===== src/rtl/fetch_stage_pkg.sv =====
// fetch_stage_pkg: shared fetch FSM encoding and instruction constants.
package fetch_stage_pkg;
    typedef enum logic [1:0] {
        ST_REQ    = 2'd0,
        ST_WAIT   = 2'd1,
        ST_HALTED = 2'd2
    } fetch_state_t;
    localparam logic [3:0]  HLT_OP = 4'hF;
    localparam logic [15:0] NOP    = 16'h0000;
endpackage


===== src/rtl/fetch_out_buf.sv =====
// fetch_out_buf: one-entry instruction/PC+2 buffer feeding the IF/ID register.
module fetch_out_buf
    import fetch_stage_pkg::*;
(
    input  logic        clk,
    input  logic        rst,
    input  logic        load,
    input  logic        consume,
    input  logic        flush,
    input  logic [15:0] instr_in,
    input  logic [15:0] pc2_in,
    output logic        valid,
    output logic [15:0] instr,
    output logic [15:0] pc2
);
    logic        valid_q, valid_d;
    logic [15:0] instr_q, instr_d, pc2_q, pc2_d;
    always_comb begin
        valid_d = flush ? 1'b0 : (load | (valid_q & ~consume));
        instr_d = (load & ~flush) ? instr_in : instr_q;
        pc2_d   = (load & ~flush) ? pc2_in : pc2_q;
    end
    always_ff @(posedge clk or negedge rst) begin
        if (!rst) begin
            valid_q <= 1'b0;
            instr_q <= NOP;
            pc2_q   <= 16'h0000;
        end else begin
            valid_q <= valid_d;
            instr_q <= instr_d;
            pc2_q   <= pc2_d;
        end
    end
    assign valid = valid_q;
    assign instr = instr_q;
    assign pc2   = pc2_q;
endmodule


===== src/rtl/fetch_stage.sv =====
// fetch_stage: PC owner issuing one imem request at a time, with redirect, stall and HLT.
module fetch_stage
    import fetch_stage_pkg::*;
#(
    parameter logic [15:0] RESET_PC   = 16'h0000,
    parameter logic [3:0]  HLT_OPCODE = HLT_OP
) (
    input  logic        clk,
    input  logic        rst,
    input  logic        stall,
    input  logic        branch_taken,
    input  logic [15:0] branch_target,
    output logic        imem_req,
    output logic [15:0] imem_addr,
    input  logic        imem_data_valid,
    input  logic [15:0] imem_data,
    output logic        if_valid,
    output logic [15:0] instruction,
    output logic [15:0] PC_plus_two,
    output logic        halted,
    output logic [15:0] fetch_wait_cnt
);
    fetch_state_t state_q, state_d;
    logic [15:0]  pc_q, pc_d, cnt_q, cnt_d;
    logic         discard_q, discard_d, halted_q, halted_d;
    logic         consume, buf_free, load;
    always_comb begin
        consume   = if_valid & ~stall;
        buf_free  = ~if_valid | consume;
        imem_req  = rst & (state_q == ST_REQ) & buf_free & ~branch_taken;
        imem_addr = pc_q;
        load      = (state_q == ST_WAIT) & imem_data_valid & ~discard_q & ~branch_taken;
        state_d   = state_q;
        pc_d      = pc_q;
        discard_d = discard_q;
        halted_d  = halted_q;
        cnt_d     = (state_q == ST_WAIT && cnt_q != 16'hFFFF) ? cnt_q + 16'd1 : cnt_q;
        if (branch_taken) begin
            pc_d      = branch_target;
            halted_d  = 1'b0;
            // an in-flight request whose data is not here yet must be swallowed later
            discard_d = (state_q == ST_WAIT) & ~imem_data_valid;
            state_d   = discard_d ? ST_WAIT : ST_REQ;
        end else begin
            case (state_q)
                ST_REQ:    state_d = imem_req ? ST_WAIT : ST_REQ;
                ST_WAIT: begin
                    if (imem_data_valid) begin
                        discard_d = 1'b0;
                        state_d   = ST_REQ;
                        if (load) begin
                            pc_d = pc_q + 16'd2;
                            if (imem_data[15:12] == HLT_OPCODE) begin
                                state_d  = ST_HALTED;
                                halted_d = 1'b1;
                            end
                        end
                    end
                end
                ST_HALTED: state_d = ST_HALTED;
                default:   state_d = ST_REQ;
            endcase
        end
    end
    always_ff @(posedge clk or negedge rst) begin
        if (!rst) begin
            state_q   <= ST_REQ;
            pc_q      <= RESET_PC;
            cnt_q     <= 16'h0000;
            discard_q <= 1'b0;
            halted_q  <= 1'b0;
        end else begin
            state_q   <= state_d;
            pc_q      <= pc_d;
            cnt_q     <= cnt_d;
            discard_q <= discard_d;
            halted_q  <= halted_d;
        end
    end
    fetch_out_buf u_buf (
        .clk      (clk),
        .rst      (rst),
        .load     (load),
        .consume  (consume),
        .flush    (branch_taken),
        .instr_in (imem_data),
        .pc2_in   (pc_q + 16'd2),
        .valid    (if_valid),
        .instr    (instruction),
        .pc2      (PC_plus_two)
    );
    assign halted         = halted_q;
    assign fetch_wait_cnt = cnt_q;
endmodule


===== config.mk =====
export PLATFORM = sky130hd
export DESIGN_NAME = fetch_stage
export DESIGN_NICKNAME = d
export VERILOG_FILES = /design/src/rtl/fetch_stage_pkg.sv /design/src/rtl/fetch_out_buf.sv /design/src/rtl/fetch_stage.sv
export SDC_FILE = /design/constraint.sdc
export NUM_CORES = 1
export LEC_CHECK = 0
export CAP_MARGIN = 15
export CORE_UTILIZATION = 47
export DETAILED_ROUTE_END_ITERATION = 10
export PLACE_DENSITY = 0.8
export SETUP_SLACK_MARGIN = 0.5
export SLEW_MARGIN = 40
export SYNTH_ARGS = -nofsm -noshare
export SYNTH_HDL_FRONTEND = slang
export SYNTH_SLANG_ARGS = --single-unit

===== constraint.sdc =====
create_clock -name clk -period 2.1 [get_ports clk]
set_clock_uncertainty 0.2 [all_clocks]
set_input_delay 0.315 -clock clk [delete_from_list [all_inputs] [get_ports clk]]
set_output_delay 0.315 -clock clk [all_outputs]
set_load 0.1 [all_outputs]

==> run metrics, run 1 <==
diode count 0; Setup WS post-layout 0.0372 ns; CP Launch Type flop; initial antenna violation count 0; Starting Density 49.1%; Fin Hold WS 0.309 ns; pre-CTS WS -0.0762 ns; post-synthesis cell type count 46; Antenna Nets Post-Route 0; Max Clock Freq 485 MHz; first-pass GRT wire length 16.1 mm; clock root buffer clkbuf_8; drt wl/cell 24.2 um; CP required 2.15 ns; Leakage 2.63 nW; Num Clock Sinks 69; CTS tree built; die width 86.7 um; Mapped Cells 310; Pre-Repair DR Iteration Count 8; Clock transition at path regs 0.08 ns; Max Root-Sink Buffers 2; dominant cells by area after synthesis dfrtp_1, mux2_2, xnor2_1; Synth top cells by count dfrtp_1, nand2_1, nor2_1; Final setup viols 0; worst endpoint data arrival time 2.11 ns; grt total ovfl 0; Pwr per Cell Area 1290 mW/mm^2; count leader, synth dfrtp_1; core area 0.00687 mm^2; status finished, final reports clean; die span in y 86.7 um; Final Non-Filler Cells 597; DRC viols 0; Ys Warns 0; MaxCap Viol Count 0; die area 0.00752 mm^2; GRT Overall Usage 29.2%; largest net degree at the start of global routing 70; placed wire-length estimate 5.99 mm; I/O Pins 104; Site Rows 30; CTS Buf Count 9; Seq/Total Area, Yosys 51.2%; nets 535; post-layout minimum cycle time 2.06 ns; Slew @ Worst Pin 0.644 ns; share of cells above drive strength 1 57.1%; DRT iter0 DRCs 308; fin crit share 98.2%; Area growth, synth to finish 85.5%; Yosys reg bits 69; # port buffers 103; Final Hold Fails 0; syn_nets 349; fin area 0.00626 mm^2; Hold WC Path Type reg -> reg; ys flop type dfrtp_1; post-synthesis area per instance 10.9 um^2; H-tree depth 3; vias after detailed routing 3546; critical path class reg -> reg; Worst-Skew Late Latency 0.38 ns; Placer Congestion 0.823; Critical Path Sink Type flop; vias in the first global route 3140; Post-synth EDFFs 0; vias per inst 5.94; placed cell areas 0.00514 mm^2; asr flop ratio synth 100%; leading area contributor after synthesis dfrtp_1; max-slew violation count 0; post-synth top area share 51.2%; crit path max fanout 8; maximum VDD drop 1.56 mV; RSZ-0062 raised after global routing yes; WL final 14.4 mm; Synth Cell Area 0.00337 mm^2; Placed Cells 508; Worst slew margin 57.1%
==> sequential cells by signal, indices dropped and copies added, names as in the netlist <==
name,count
discard_q,1
fetch_wait_cnt,16
halted,1
imem_addr,16
state_q,2
u_buf.instr,16
u_buf.pc2,16
u_buf.valid,1
==> power breakdown <==
part	switching [W]	leakage [nW]	total [W]	internal (W)
logic	0.00332	1.72	0.00458	0.00126
clock network	0.000578	0.116	0.00137	0.000789
registers	0.000387	0.799	0.00212	0.00173
==> stage by stage <==
stage	power (W)	TNS (ns)	utilization, %
finish	0.00807	0	91.1
floorplan	0.00510	-0.0891	-
global route	0.00824	-0.00120	91.1
CTS	0.00772	0	85.4
detailed placement	0.00622	-1.14	74.8
global placement	0.00616	-0.526	74.7
==> per-layer routing <==
layer | routed length [um] | share of wire (%) | GRT usage [%] | up-vias
met5 | 0 | 0 | 0 | -
met3 | 1010 | 7.0 | 6.00 | 87
met4 | 889 | 6.2 | 16.8 | 0
met2 | 7480 | 52 | 51.9 | 256
met1 | 5070 | 35 | 32.4 | 1736
li1 | - | - | - | 1467
==> final timing paths <==
kind                            startpoint              end  slack (ns)  depth (start not counted)
setup / recovery                state_q[1]     u_buf.pc2[0]        0.04                          4
hold / removal             u_buf.instr[11]  u_buf.instr[11]        0.31                          1
setup reg to reg                state_q[1]     u_buf.pc2[0]        0.04                          4
hold reg to reg            u_buf.instr[11]  u_buf.instr[11]        0.31                          1
max in group asynchronous              rst    imem_addr[11]        0.72                          3
min in group asynchronous              rst  u_buf.instr[12]        0.46                          3
==> cell usage in the layout, fill, tap and decap left out, types with 4 or more instances in the layout <==
cell type and instances:
buf_4 88, dfrtp_1 36, clkdlybuf4s50_1 34, buf_12 33
buf_6 31, dfrtp_4 28, nand2_1 27, mux2_2 22
xnor2_1 21, nor2_1 20, a21oi_1 16, xor2_1 11
nor4_4 11, o21ai_1 10, nor3_4 9, clkbuf_8 9
nand4_1 6, nor2_4 6, dfrtp_2 5, a21oi_2 4
nand3_4 4, nand2b_1 4, inv_1 4
==> worst max-delay path: stages (launching register included) <==
cell and delay (ns):
dfrtp_2 0.44, buf_4 0.17, nor4bb_4 0.43, nand2b_1 0.33, mux2_2 0.37
==> final cells by class <==
type                    count  area [um^2]
fillers                   244          613
clock buffers              10          128
multi-input cells         221         1990
flip-flops and latches     69         1840
well taps                  96          120
inverters                   5         18.8
repair buffers            190         2050
clock inverters             6          111
==> what timing repair did <==
item                                    CTS  global route
hold endpoints to repair                 69             0
buffers inserted                         40            32
pin swaps                                33            29
endpoints found under the setup margin   83            93
gates resized for setup                  39            39
hold buffers                              1             0
==> cell families after synthesis <==
| kind of cell | Yosys count | synth area share, % |
|---|---|---|
| xor gates and xnor gates | 33 | 8.57 |
| muxes | 25 | 8.23 |
| DFF | 69 | 51.2 |
| adders and majority gates | 2 | 0.742 |
| and+or+nand+nor | 116 | 20.9 |
| AOI/OAI and AO/OA | 45 | 7.75 |
| buffers and inverters | 20 | 2.60 |
(Power assumes the default switching activity.)
==> run 2: changes to the inputs <==
--- a/config.mk
+++ b/config.mk
@@ -13,4 +13,5 @@
 export SLEW_MARGIN = 40
 export SYNTH_ARGS = -nofsm -noshare
 export SYNTH_HDL_FRONTEND = slang
+export SYNTH_HIERARCHICAL = 1
 export SYNTH_SLANG_ARGS = --single-unit
==> run 2 against run 1 <==
Utilization decreased by 3.0 points. First-iteration DRC count increased by 0.65%. Count of clock-buffer cells in the layout grew 2. Largest power group unchanged. Highest routed layer unchanged.
==> run metrics, run 2 <==
vias in the first global route 3278 (+4.4%); die width 88.3 um (+1.8%); ys flop type dfrtp_1; vias after detailed routing 3397 (-4.2%); Worst slew margin 68.0% (+11 points); Num Clock Sinks 69 (unchanged); Slew @ Worst Pin 0.478 ns (-0.166 ns); dominant cells by area after synthesis dfrtp_1, mux2_4, xor2_1; main combinational cell family by area after synthesis simple AND/OR/NAND/NOR gates; post-synthesis cell type count 50 (+8.7%); grt total ovfl 0 (unchanged); Mapped Cells 295 (-4.8%); most frequent cells in the layout buf_4, dfrtp_1, mux2_4, clkdlybuf4s50_1, buf_12; crit path max fanout 6 (-2); maximum VDD drop 0.922 mV (-41%); asr flop ratio synth 100% (unchanged); Site Rows 31 (+3.3%); Post-synth EDFFs 0 (unchanged); Critical Path Sink Type flop; drt wl/cell 23.0 um (-4.8%); die area 0.00779 mm^2 (+3.6%); Synth top cells by count dfrtp_1, mux2_4, nand2_1; initial antenna violation count 0 (unchanged); CP required 2.16 ns (about the same); post-synth top area share 49.4% (-1.8 points); logic gate share of total power 59.3% (+2.5 points); WL final 13.7 mm (-5.1%); CTS tree built; syn_nets 334 (-4.3%); Pwr per Cell Area 1190 mW/mm^2 (-7.6%); pre-CTS WS -0.138 ns (-0.0615 ns); Leakage 2.78 nW (+5.5%); Max Root-Sink Buffers 2 (unchanged); switching share of power 52.4% (-0.73 points); commonest non-fill, non-tap cell in the layout buf_4; Placer Congestion 0.882 (+7.3%); crit path cell chain buf_4 -> nor4bb_4 -> buf_4 -> nand4_1 -> buf_4 -> xor2_1 -> o21ai_1; Simple-Gate Fraction of Synth Area 17.9% (-3.0 points); critical path class reg -> reg; setup TNS 0 ns (unchanged); Starting Density 48.5% (-0.62 points); Switching Power 0.00397 W (-7.4%); nets 530 (-0.93%); share of cells above drive strength 1 60.3% (+3.2 points); count leader, synth dfrtp_1; CTS Buf Count 9 (unchanged); I/O Pins 104 (unchanged); Pwr Total 0.00758 W (-6.1%); Synth Area in Adders 0.715% (-0.027 points); H-tree depth 3 (unchanged); Yosys reg bits 69 (unchanged); post-synthesis area per instance 11.9 um^2 (+9.0%); Ys Warns 6 (+6); Max Clock Freq 497 MHz (+2.6%); post-layout minimum cycle time 2.01 ns (-0.0515 ns); Final Hold Fails 0 (unchanged); DRT iter0 DRCs 310 (+0.65%); fin crit share 95.8% (-2.5 points); status finished, final reports clean; Clk pwr share 13.8% (-3.2 points); cell at the slowest stage of the critical path dfrtp_2; Setup WS post-layout 0.0887 ns (+0.0515 ns); core area 0.00721 mm^2 (+5.0%); Worst-Skew Late Latency 0.36 ns (-0.02 ns); Hold WC Path Type in -> reg; Reg power frac 27.0% (+0.8 points); # port buffers 103 (unchanged); MaxCap Viol Count 0 (unchanged); compound-gate portion of the synthesized area 5.26% (-2.5 points); XOR/XNOR Fraction of Synth Area 8.26% (-0.31 points); clock root buffer clkbuf_8; Clock transition at path regs 0.08 ns (about the same); Pint 0.00361 W (-4.6%); first-pass GRT wire length 16.6 mm (+2.9%); CP Launch Type flop; Layout fillers 303 (+24%); RSZ-0062 raised after global routing yes; Synth Cell Area 0.00350 mm^2 (+3.7%); diode count 0 (unchanged); vias per inst 5.71 (-3.9%); post-synthesis mux area share 14.8% (+6.5 points); placed wire-length estimate 6.13 mm (+2.4%); DRC viols 0 (unchanged); Pre-Repair DR Iteration Count 5 (-3); GRT Overall Usage 28.8% (-0.43 points); Antenna Nets Post-Route 0 (unchanged); Final setup viols 0 (unchanged); Area growth, synth to finish 81.7%; worst endpoint data arrival time 2.07 ns (-0.04 ns); largest net degree at the start of global routing 70 (unchanged); leading area contributor after synthesis dfrtp_1; Seq/Total Area, Yosys 49.4% (-1.8 points); die span in y 88.3 um (+1.8%); Util after Layout 88.1% (-3.0 points); Worst path max stage delay 0.45 ns (about the same); cell mode on critical path buf_4; max-slew violation count 0 (unchanged)
[run 2: changes by cell type in the layout (fill, tap and decap cells not counted), moves of 4 or more]
| cell | delta |
|---|---|
| mux2_4 | +33 |
| mux2_2 | -20 |
| a21oi_1 | -13 |
| nor2_1 | -13 |
| buf_8 | +6 |
| xnor2_1 | -6 |
| xor2_1 | +6 |
| nor4_4 | -5 |
| buf_4 | +4 |
| nand3_1 | +4 |
| nand4_1 | +4 |
[run 2: area by class of cell]
| type | count | area [um^2] | share of cell area [%] |
|---|---|---|---|
| Clock buffer | 12 | 155 | 2.44 |
| Clock inverter | 4 | 22.5 | 0.354 |
| Inverter | 5 | 18.8 | 0.295 |
| Multi-Input combinational cell | 209 | 2060 | 32.4 |
| Sequential cell | 69 | 1830 | 28.8 |
| Tap cell | 99 | 124 | 1.95 |
| Timing Repair Buffer | 197 | 2140 | 33.7 |
[run 2: through the flow]
step | hold slack, ns | area, um^2 | std cells
after global placement | 0.236 | 5150 | 507
after global routing | 0.320 | 6350 | 595
final | 0.298 | 6350 | 595
after detailed placement | 0.236 | 5150 | 507
after CTS | 0.306 | 5930 | 566
after floorplan | -0.181 | 3790 | 295
[run 2: cell families (layout without fill, tap and decap cells)]
kind of cell    after synthesis  after routing
mux                          36             36
compound gates               30             30
fa+ha+maj                     2              2
xor+xnor                     33             33
flops                        69             69
simple gates                108            108
buf+inv                      17            218
[run 2: worst max-delay path, delay by kind of cell, from the launching register on]
family                 cells  cell delay (ns)
XOR/XNOR                   1             0.15
AND/OR/NAND/NOR            2             0.40
flip-flops                 1             0.45
buffers and inverters      3             0.51
AO/OA/AOI/OAI              1             0.20
[run 2: path summary, 6_finish.rpt]
kind,startpoint,endpoint,slack [ns],cells past startpoint
min in group asynchronous,rst,u_buf/instr[3],0.42,3
hold / removal,branch_target[7],imem_addr[7],0.30,3
max in group asynchronous,rst,imem_addr[8],0.92,3
hold reg to reg,u_buf/pc2[9],u_buf/pc2[9],0.32,1
setup reg to reg,state_q[1],imem_addr[8],0.09,7
setup / recovery,state_q[1],imem_addr[8],0.09,7
[run 2: repair_timing]
action	CTS	global route
setup buffers	41	29
setup endpoints to repair	71	89
gates cloned	1	0
hold endpoints to repair	69	0
pin swaps	23	27
hold buffers	1	0
gates resized for setup	63	44
[run 2: power by group through the flow]
stage	sequential [W]	clock, W	combinational, W
final	0.00204	0.00104	0.00449
after global routing	0.00207	0.00110	0.00460
after CTS	0.00201	0.00101	0.00421
after detailed placement	0.00207	0	0.00385
after global placement	0.00206	0	0.00381
after floorplan	0.00429	0	0.000611
[run 2: per-layer routing]
layer	wire (um)	global-route usage [%]	vias up
li1	-	-	1437
met1	5230	35.3	1679
met2	6820	49.2	211
met3	933	5.13	70
met4	730	13.8	0
met5	0	0	-
==> run 3: changes to the inputs <==
--- a/config.mk
+++ b/config.mk
@@ -9,9 +9,7 @@
 export CORE_UTILIZATION = 47
 export DETAILED_ROUTE_END_ITERATION = 10
 export PLACE_DENSITY = 0.8
-export SETUP_SLACK_MARGIN = 0.5
 export SLEW_MARGIN = 40
 export SYNTH_ARGS = -nofsm -noshare
 export SYNTH_HDL_FRONTEND = slang
-export SYNTH_HIERARCHICAL = 1
 export SYNTH_SLANG_ARGS = --single-unit
==> run 3 against run 2 <==
Sequential cell count is the same. Setup slack lost 0.026 ns. Worst hold slack lost 0.0068 ns. Total power shrank 4.7%. Critical path type is now in -> out. Critical endpoint is now imem_req.
==> run metrics, run 3 (synthesis gave the netlist of run 1 again) <==
clock root buffer clkbuf_8; grt total ovfl 0 (unchanged); share of cells above drive strength 1 40.0% (-20 points); Leakage 2.07 nW (-26%); vias in the first global route 2730 (-17%); Pre-Repair DR Iteration Count 4 (-1); max-slew violation count 0 (unchanged); CTS tree built; # Post-CTS Setup Buffers 0 (-100%); Num Clock Sinks 69 (unchanged); post-layout minimum cycle time 2.04 ns (+0.0261 ns); Critical Path Sink Type output port; vias per inst 5.23 (-8.3%); diode count 0 (unchanged); Fin Hold WS 0.291 ns (-0.00681 ns); Worst slew margin 58.7% (-9.4 points); crit path max fanout 2 (-4); Max Clock Freq 491 MHz (-1.3%); first-pass GRT wire length 13.0 mm (-21%); DRC viols 0 (unchanged); largest net degree at the start of global routing 70 (unchanged); CP required 1.58 ns (-0.58 ns); fin crit share 97.0% (+1.2 points); vias after detailed routing 2764 (-19%); # port buffers 103 (unchanged); initial antenna violation count 0 (unchanged); CP Launch Type input pin; Worst path max stage delay 0.58 ns (+0.13 ns); critical path class in -> out; placed wire-length estimate 5.69 mm (-7.3%); Area growth, synth to finish 47.0%; RSZ-0062 raised after global routing no; CP top delay family buffers and inverters; Final Non-Filler Cells 528 (-11%); H-tree depth 3 (unchanged); most frequent cells in the layout buf_4, dfrtp_1, clkdlybuf4s50_1, nand2_1, nor2_1; CTS Buf Count 9 (unchanged); Starting Density 49.1% (+0.62 points); Pwr per Cell Area 1460 mW/mm^2 (+22%); die width 86.7 um (-1.8%); status finished, final reports clean; GRT Overall Usage 22.3% (-6.4 points); Final setup viols 0 (unchanged); Slew @ Worst Pin 0.620 ns (+0.141 ns); crit path cell chain dlygate4sd3_1 -> nand3b_1 -> nor3_4 -> buf_12; Max Root-Sink Buffers 2 (unchanged); cell at the slowest stage of the critical path dlygate4sd3_1; Clock transition at path regs 0.07 ns (about the same); maximum VDD drop 1.01 mV (+9.9%); Post-CTS Resized 0 (-100%); Placer Congestion 0.826 (-6.4%); MaxCap Viol Count 0 (unchanged); nets 466 (-12%); commonest non-fill, non-tap cell in the layout buf_4; Worst-Skew Late Latency 0.34 ns (-0.02 ns); Final Hold Fails 0 (unchanged); DRT iter0 DRCs 153 (-51%); Antenna Nets Post-Route 0 (unchanged); core area 0.00687 mm^2 (-4.8%); I/O Pins 104 (unchanged); worst endpoint data arrival time 1.52 ns (-0.55 ns); Hold WC Path Type reg -> reg; Site Rows 30 (-3.2%); die area 0.00752 mm^2 (-3.5%); drt wl/cell 14.9 um (-35%); WL final 7.86 mm (-43%); die span in y 86.7 um (-1.8%); CP Buf/Inv Count 2 (-1); Placed Cells 512 (+0.99%)
## run 3: path summary, 6_finish.rpt
path | startpoint | endpoint | slack (ns) | cells after the start
max | rst | imem_req | 0.06 | 4
min | fetch_wait_cnt[8] | fetch_wait_cnt[8] | 0.29 | 1
max reg2reg | fetch_wait_cnt[1] | fetch_wait_cnt[12] | 0.09 | 5
min reg2reg | fetch_wait_cnt[8] | fetch_wait_cnt[8] | 0.29 | 1
max in group asynchronous | rst | imem_addr[2] | 0.82 | 2
min in group asynchronous | rst | fetch_wait_cnt[3] | 0.40 | 2
## run 3: timing repair
item / 4_1_cts / 5_1_grt
endpoints found under the setup margin: 0 / 1
hold buffers: 1 / 0
endpoints found under the hold margin: 69 / 0
## run 3: through the flow
stage          util (%)  setup WS [ns]  area (um^2)  total power, W  setup TNS, ns
2_1_floorplan         -        -0.0523         3450         0.00500        -0.0891
3_3_place_gp       68.8         -0.140         4720         0.00597          -2.56
3_5_place_dp       68.8         -0.148         4730         0.00602          -3.53
4_1_cts            72.3         0.0164         4960         0.00726              0
5_1_grt            72.2         0.0143         4960         0.00746              0
6_report           72.2         0.0626         4960         0.00722              0
## run 3: cell type report
type	instances	area [um^2]
repair buffers	121	1230
flip-flops and latches	69	1780
multi-input cells	221	1590
clock inverters	4	70.1
inverters	5	18.8
well taps	96	120
fillers	541	1910
clock buffers	12	155
## run 3: layer usage
layer  vias up  part of all wire (%)  GRT usage, %  wire, um
met1      1358                    45          29.7      3550
met3        12                   4.7          3.62       366
li1       1320                     -             -         -
met5         -                     0             0         0
met2        74                    48          36.4      3780
met4         0                   2.0          9.55       157
## run 3: power by group
part	internal, W	switching [W]	total (W)
combinational	0.000933	0.00303	0.00396
clock	0.000731	0.000498	0.00123
sequential	0.00171	0.000328	0.00203
